<file path="config.mk">
export PLATFORM = sky130hd
export DESIGN_NAME = det_event_logger
export DESIGN_NICKNAME = d
export VERILOG_FILES = /design/src/rtl/det_event_logger.sv
export SDC_FILE = /design/constraint.sdc
export NUM_CORES = 1
export LEC_CHECK = 0
export ABC_AREA = 0
export CAP_MARGIN = 30
export CORE_ASPECT_RATIO = 0.7
export CORE_MARGIN = 2
export CORE_UTILIZATION = 55
export DETAILED_ROUTE_END_ITERATION = 8
export GPL_ROUTABILITY_DRIVEN = 1
export GPL_TIMING_DRIVEN = 0
export PLACE_DENSITY_LB_ADDON = 0.1
export SYNTH_ARGS = -nofsm -noshare
export SYNTH_HDL_FRONTEND = slang
export SYNTH_SLANG_ARGS = --single-unit
</file>
<file path="constraint.sdc">
create_clock -name clk -period 5.4 [get_ports clk]
set_input_delay 0.81 -clock clk [delete_from_list [all_inputs] [get_ports clk]]
set_output_delay 0.81 -clock clk [all_outputs]
set_load 0.02 [all_outputs]
</file>
<file path="src/rtl/det_event_logger.sv">
// Detection event logger: timestamps each z pulse against a free-running
// counter, buffers the timestamps in a small FIFO drained over valid/ready,
// and keeps saturating detection/drop statistics with a sticky overflow flag.
module det_event_logger #(
    parameter int unsigned TS_W  = 16,
    parameter int unsigned DEPTH = 4,
    parameter int unsigned CNT_W = 8
) (
    input  logic                     clk,
    input  logic                     rst_n,
    input  logic                     z,
    input  logic                     clr,
    input  logic                     evt_ready,
    output logic                     evt_valid,
    output logic [TS_W-1:0]          evt_ts,
    output logic [$clog2(DEPTH):0]   fill,
    output logic [CNT_W-1:0]         det_cnt,
    output logic [CNT_W-1:0]         drop_cnt,
    output logic                     ovf
);

    localparam int unsigned PtrW  = $clog2(DEPTH);
    localparam int unsigned FillW = PtrW + 1;

    logic [TS_W-1:0]  ts_q, ts_d;
    logic [TS_W-1:0]  mem_q [DEPTH];
    logic [PtrW-1:0]  rd_ptr_q, rd_ptr_d;
    logic [PtrW-1:0]  wr_ptr_q, wr_ptr_d;
    logic [FillW-1:0] fill_q, fill_d;
    logic [CNT_W-1:0] det_q, det_d;
    logic [CNT_W-1:0] drop_q, drop_d;
    logic             ovf_q, ovf_d;

    logic full, pop, push, drop;

    // Handshake decode; fullness comes from the fill count, not pointer compare.
    always_comb begin
        full = (fill_q == FillW'(DEPTH));
        pop  = (fill_q != '0) && evt_ready;
        push = z && (!full || pop);
        drop = z && full && !pop;
    end

    // Next-state for counter, pointers, fill and statistics.
    always_comb begin
        ts_d     = ts_q + TS_W'(1);
        rd_ptr_d = rd_ptr_q;
        wr_ptr_d = wr_ptr_q;
        fill_d   = fill_q;
        if (pop) begin
            rd_ptr_d = rd_ptr_q + PtrW'(1);
        end
        if (push) begin
            wr_ptr_d = wr_ptr_q + PtrW'(1);
        end
        if (push && !pop) begin
            fill_d = fill_q + FillW'(1);
        end else if (pop && !push) begin
            fill_d = fill_q - FillW'(1);
        end

        // clr applies first so a coincident event is counted after the clear.
        det_d  = clr ? '0 : det_q;
        drop_d = clr ? '0 : drop_q;
        ovf_d  = clr ? 1'b0 : ovf_q;
        if (z && (det_d != {CNT_W{1'b1}})) begin
            det_d = det_d + CNT_W'(1);
        end
        if (drop) begin
            ovf_d = 1'b1;
            if (drop_d != {CNT_W{1'b1}}) begin
                drop_d = drop_d + CNT_W'(1);
            end
        end
    end

    // State registers and FIFO storage; storage is zeroed so evt_ts reads 0 in reset.
    always_ff @(posedge clk or negedge rst_n) begin
        if (!rst_n) begin
            ts_q     <= '0;
            rd_ptr_q <= '0;
            wr_ptr_q <= '0;
            fill_q   <= '0;
            det_q    <= '0;
            drop_q   <= '0;
            ovf_q    <= 1'b0;
            for (int i = 0; i < int'(DEPTH); i++) begin
                mem_q[i] <= '0;
            end
        end else begin
            ts_q     <= ts_d;
            rd_ptr_q <= rd_ptr_d;
            wr_ptr_q <= wr_ptr_d;
            fill_q   <= fill_d;
            det_q    <= det_d;
            drop_q   <= drop_d;
            ovf_q    <= ovf_d;
            if (push) begin
                mem_q[wr_ptr_q] <= ts_q;
            end
        end
    end

    // Outputs are straight register views; no same-cycle bypass.
    always_comb begin
        evt_valid = (fill_q != '0);
        evt_ts    = mem_q[rd_ptr_q];
        fill      = fill_q;
        det_cnt   = det_q;
        drop_cnt  = drop_q;
        ovf       = ovf_q;
    end

endmodule

</file>
==> results.sh <==
export IMPL_gp_congestion=0.7809
export IMPL_drive_above_1_share_pct=27.82
export IMPL_yosys_warnings=0
export IMPL_cts_root_buf="clkbuf_16"
export IMPL_finalPower_mw=2.403
export IMPL_p_leak_nw=2.515
export IMPL_clk_pin_slew_ns=0.07
export IMPL_cts_buffers=9
export IMPL_finalCritPeriodShare_pct=64.84
export IMPL_synth_seq_cells=104
export IMPL_core_sq_um=8408
export IMPL_slew_viol_final=0
export IMPL_cts_setup_buffers=0
export IMPL_critPathCaptureType="primary output"
export IMPL_grtUsageTotal_pct=20.72
export IMPL_cts_tree="yes"
export IMPL_yosysSeqAreaShare_pct=55.14
export IMPL_max_cap_violations=0
export IMPL_worst_slew_pin_slew_ns=0.6722
export IMPL_finalSetupViolations=0
export IMPL_grt_max_degree=74
export IMPL_crit_arrival_ns=2.69
export IMPL_seqPwrFrac_pct=40.4
export IMPL_slowest_stage="clkbuf_1"
export IMPL_irDropWorstVdd_mv=0.2505
export IMPL_htree_levels=3
export IMPL_worstPathRequired_ns=4.59
export IMPL_cts_sinks=104
export IMPL_path_max_fanout=10
export IMPL_min_period_ns=3.501
export IMPL_vias_per_cell=5.565
export IMPL_path_cells="clkbuf_1 > clkbuf_1 > mux4_2 > clkdlybuf4s50_1"
export IMPL_fin_nets=408
export IMPL_avgSynthCellArea_sq_um=13.84
export IMPL_ys_types=39
export IMPL_ant_nets=0
export IMPL_grt_pass1_wl_mm=14.47
export IMPL_ioPinCount=42
export IMPL_dr_pass1_iters=4
export IMPL_area_growth_pct=19.04
export IMPL_rr_startpoint="fill[1]$_DFFE_PN0P_"
export IMPL_die_h_um=81.51
export IMPL_p_clk_share_pct=29.4
export IMPL_fin_util_pct=66.82
export IMPL_post_drt_wl_per_cell_um=17.51
export IMPL_tns_ns=0
export IMPL_max_freq_ghz=0.2856
export IMPL_hold_viol=0
export IMPL_antenna_found_initial=0
export IMPL_slew_headroom_pct=55.19
export IMPL_hold_class="input pin to asynchronous set/reset pin"
export IMPL_cp_start_kind="register"
export IMPL_ys_async_sr_fraction_pct=100.0
export IMPL_die_area_sq_um=9350
export IMPL_syn_area_sq_um=4720
export IMPL_cts_resized=0
export IMPL_fin_skew_ns=0.007752
export IMPL_grt_overflow_total=0
export IMPL_crit_top_cell="clkbuf_1"
export IMPL_via_count=2805
export IMPL_p_sw_share_pct=29.08
export IMPL_synth_cells=341
export IMPL_drt_iter0_drc=155
export IMPL_die_x_um=114.7
export IMPL_r2r_end="mem_q[53]$_DFFE_PN0P_"
export IMPL_switchingPower_uw=698.7
export IMPL_insertion_delay_ns=0.34
export IMPL_rsz0062_at_grt="false"
export IMPL_pwr_share_comb_pct=30.2
export IMPL_power_density_nw_per_um2=427.7
export IMPL_internal_power_mw=1.704
export IMPL_r2r_cells=5
export IMPL_critPathKind="register to primary output"
export IMPL_diodes=0
export IMPL_dp_cells=488
export IMPL_dpl_instance_area_sq_um=5286
export IMPL_drt_wl_total_mm=8.823
export IMPL_drc=0
export IMPL_reg2reg_slack_ns=3.11
export IMPL_status="completed"
export IMPL_synth_nets=355
export IMPL_instances_no_fill=504
export IMPL_start_util_pct=56.13
export IMPL_clockBufferDepth=2
export IMPL_row_count=28
export IMPL_slowest_delay_ns=0.58
export IMPL_grt_pass1_vias=2729
export IMPL_dp_hpwl_mm=5.926
export IMPL_portBuffers=41
export IMPL_fin_area_sq_um=5618
export IMPL_synth_edff_count=0
export IMPL_synth_ff_type="dfrtp_1"
export IMPL_ctsHoldBuffers=0
==> through the flow <==
stage / setup slack, ns / hold WS (ns)
after floorplan: 3.065 / 0.4738
after CTS: 1.893 / 0.4196
after detailed placement: 2.268 / 0.4886
after global placement: -0.3599 / 0.4776
after global routing: 1.775 / 0.4294
final: 1.899 / 0.3999
==> registers in the layout (all words and copies together), names as in the netlist <==
register,count
mem_q,64
ovf,1
wr_ptr_q,2
ts_q,16
fill,3
rd_ptr_q,2
drop_cnt,8
det_cnt,8
==> power by group through the flow <==
stage | Clock, mW | Sequential (mW) | Combinational (mW)
2_1_floorplan | 0 | 0.984 | 0.479
3_3_place_gp | 0 | 0.978 | 0.716
3_5_place_dp | 0 | 0.985 | 0.731
4_1_cts | 0.719 | 0.972 | 0.733
5_1_grt | 0.750 | 0.985 | 0.778
6_report | 0.705 | 0.972 | 0.725
==> metal layers <==
metal  GRT usage [%]  part of all wire [%]  vias to the layer above
met3           5.535                   3.5                        9
met4           5.422                  0.93                        0
met2           29.82                    44                       51
met1           31.45                    52                     1407
li1                -                     -                     1338
met5               0                     0                        -
==> cell type report <==
type	count	area [sq um]
Clock inverter	5	78.83
Sequential cell	104	2603
Inverter	11	41.29
Clock buffer	11	252.7
Tap cell	105	131.4
Buffer	15	75.07
Fill cell	621	2790
Multi-Input combinational cell	211	2001
Timing Repair Buffer	42	435.4
==> cell usage in the layout, fill, tap and decap left out, types with 3 or more instances in the layout <==
| cell type | n |
|---|---|
| xor2_1 | 9 |
| and3_1 | 4 |
| buf_4 | 5 |
| clkbuf_1 | 7 |
| dfrtp_1 | 104 |
| mux4_2 | 16 |
| o21ai_0 | 3 |
| a21oi_1 | 3 |
| a31oi_1 | 4 |
| buf_2 | 3 |
| clkbuf_16 | 9 |
| clkdlybuf4s50_1 | 40 |
| xnor2_1 | 18 |
| nor3_1 | 7 |
| nand4_1 | 6 |
| nor2b_1 | 7 |
| mux2_2 | 67 |
| inv_1 | 11 |
| nand3_1 | 10 |
| nor2_1 | 9 |
| nand2_1 | 15 |
| ha_1 | 8 |
==> synthesized netlist by cell type, drive strengths merged, types with 2 or more instances <==
cell / instances / area [sq um]
a211oi: 2 / 15.01
a21oi: 3 / 15.01
a31oi: 4 / 25.02
and2: 2 / 12.51
and3: 4 / 25.02
and4: 2 / 17.52
and4b: 2 / 20.02
buf: 8 / 48.79
clkbuf: 7 / 26.28
dfrtp: 104 / 2603
ha: 8 / 100.1
inv: 11 / 41.29
mux2: 67 / 754.5
mux4: 16 / 360.4
nand2: 15 / 56.30
nand2b: 2 / 12.51
nand3: 10 / 50.05
nand4: 6 / 37.54
nor2: 10 / 40.04
nor2b: 7 / 43.79
nor3: 7 / 35.03
nor4: 2 / 18.77
o21ai: 5 / 25.02
or3: 2 / 12.51
xnor2: 18 / 157.7
xor2: 9 / 78.83
==> kinds of logic after synthesis <==
group                      count (synthesis)  share of synthesized area, %
AOI/OAI and AO/OA                         17                         2.227
xor gates and xnor gates                  27                         5.011
adders and majority gates                  9                         2.545
buffers and inverters                     26                         2.466
DFF                                      104                         55.14
muxes                                     84                         23.83
and+or+nand+nor                           74                         8.775
==> how the worst max path moves through the flow <==
| stage | start | endpoint | slack [ns] |
|---|---|---|---|
| floorplan | evt_ready | fill[1]$_DFFE_PN0P_ | 3.07 |
| global placement | rst_n | mem_q[28]$_DFFE_PN0P_ | -0.36 |
| detailed placement | rd_ptr_q[1]$_DFFE_PN0P_ | evt_ts[9] | 2.27 |
| CTS | rd_ptr_q[1]$_DFFE_PN0P_ | evt_ts[9] | 1.89 |
| global route | rd_ptr_q[1]$_DFFE_PN0P_ | evt_ts[9] | 1.77 |
| finish | rd_ptr_q[1]$_DFFE_PN0P_ | evt_ts[9] | 1.90 |
==> critical path, delay by kind of cell, from the launching register on <==
family | cells | cell delay, ns
buf+inv | 3 | 1.59
mux | 1 | 0.44
flops | 1 | 0.33
No activity file was read; power rests on OpenSTA's default activity.
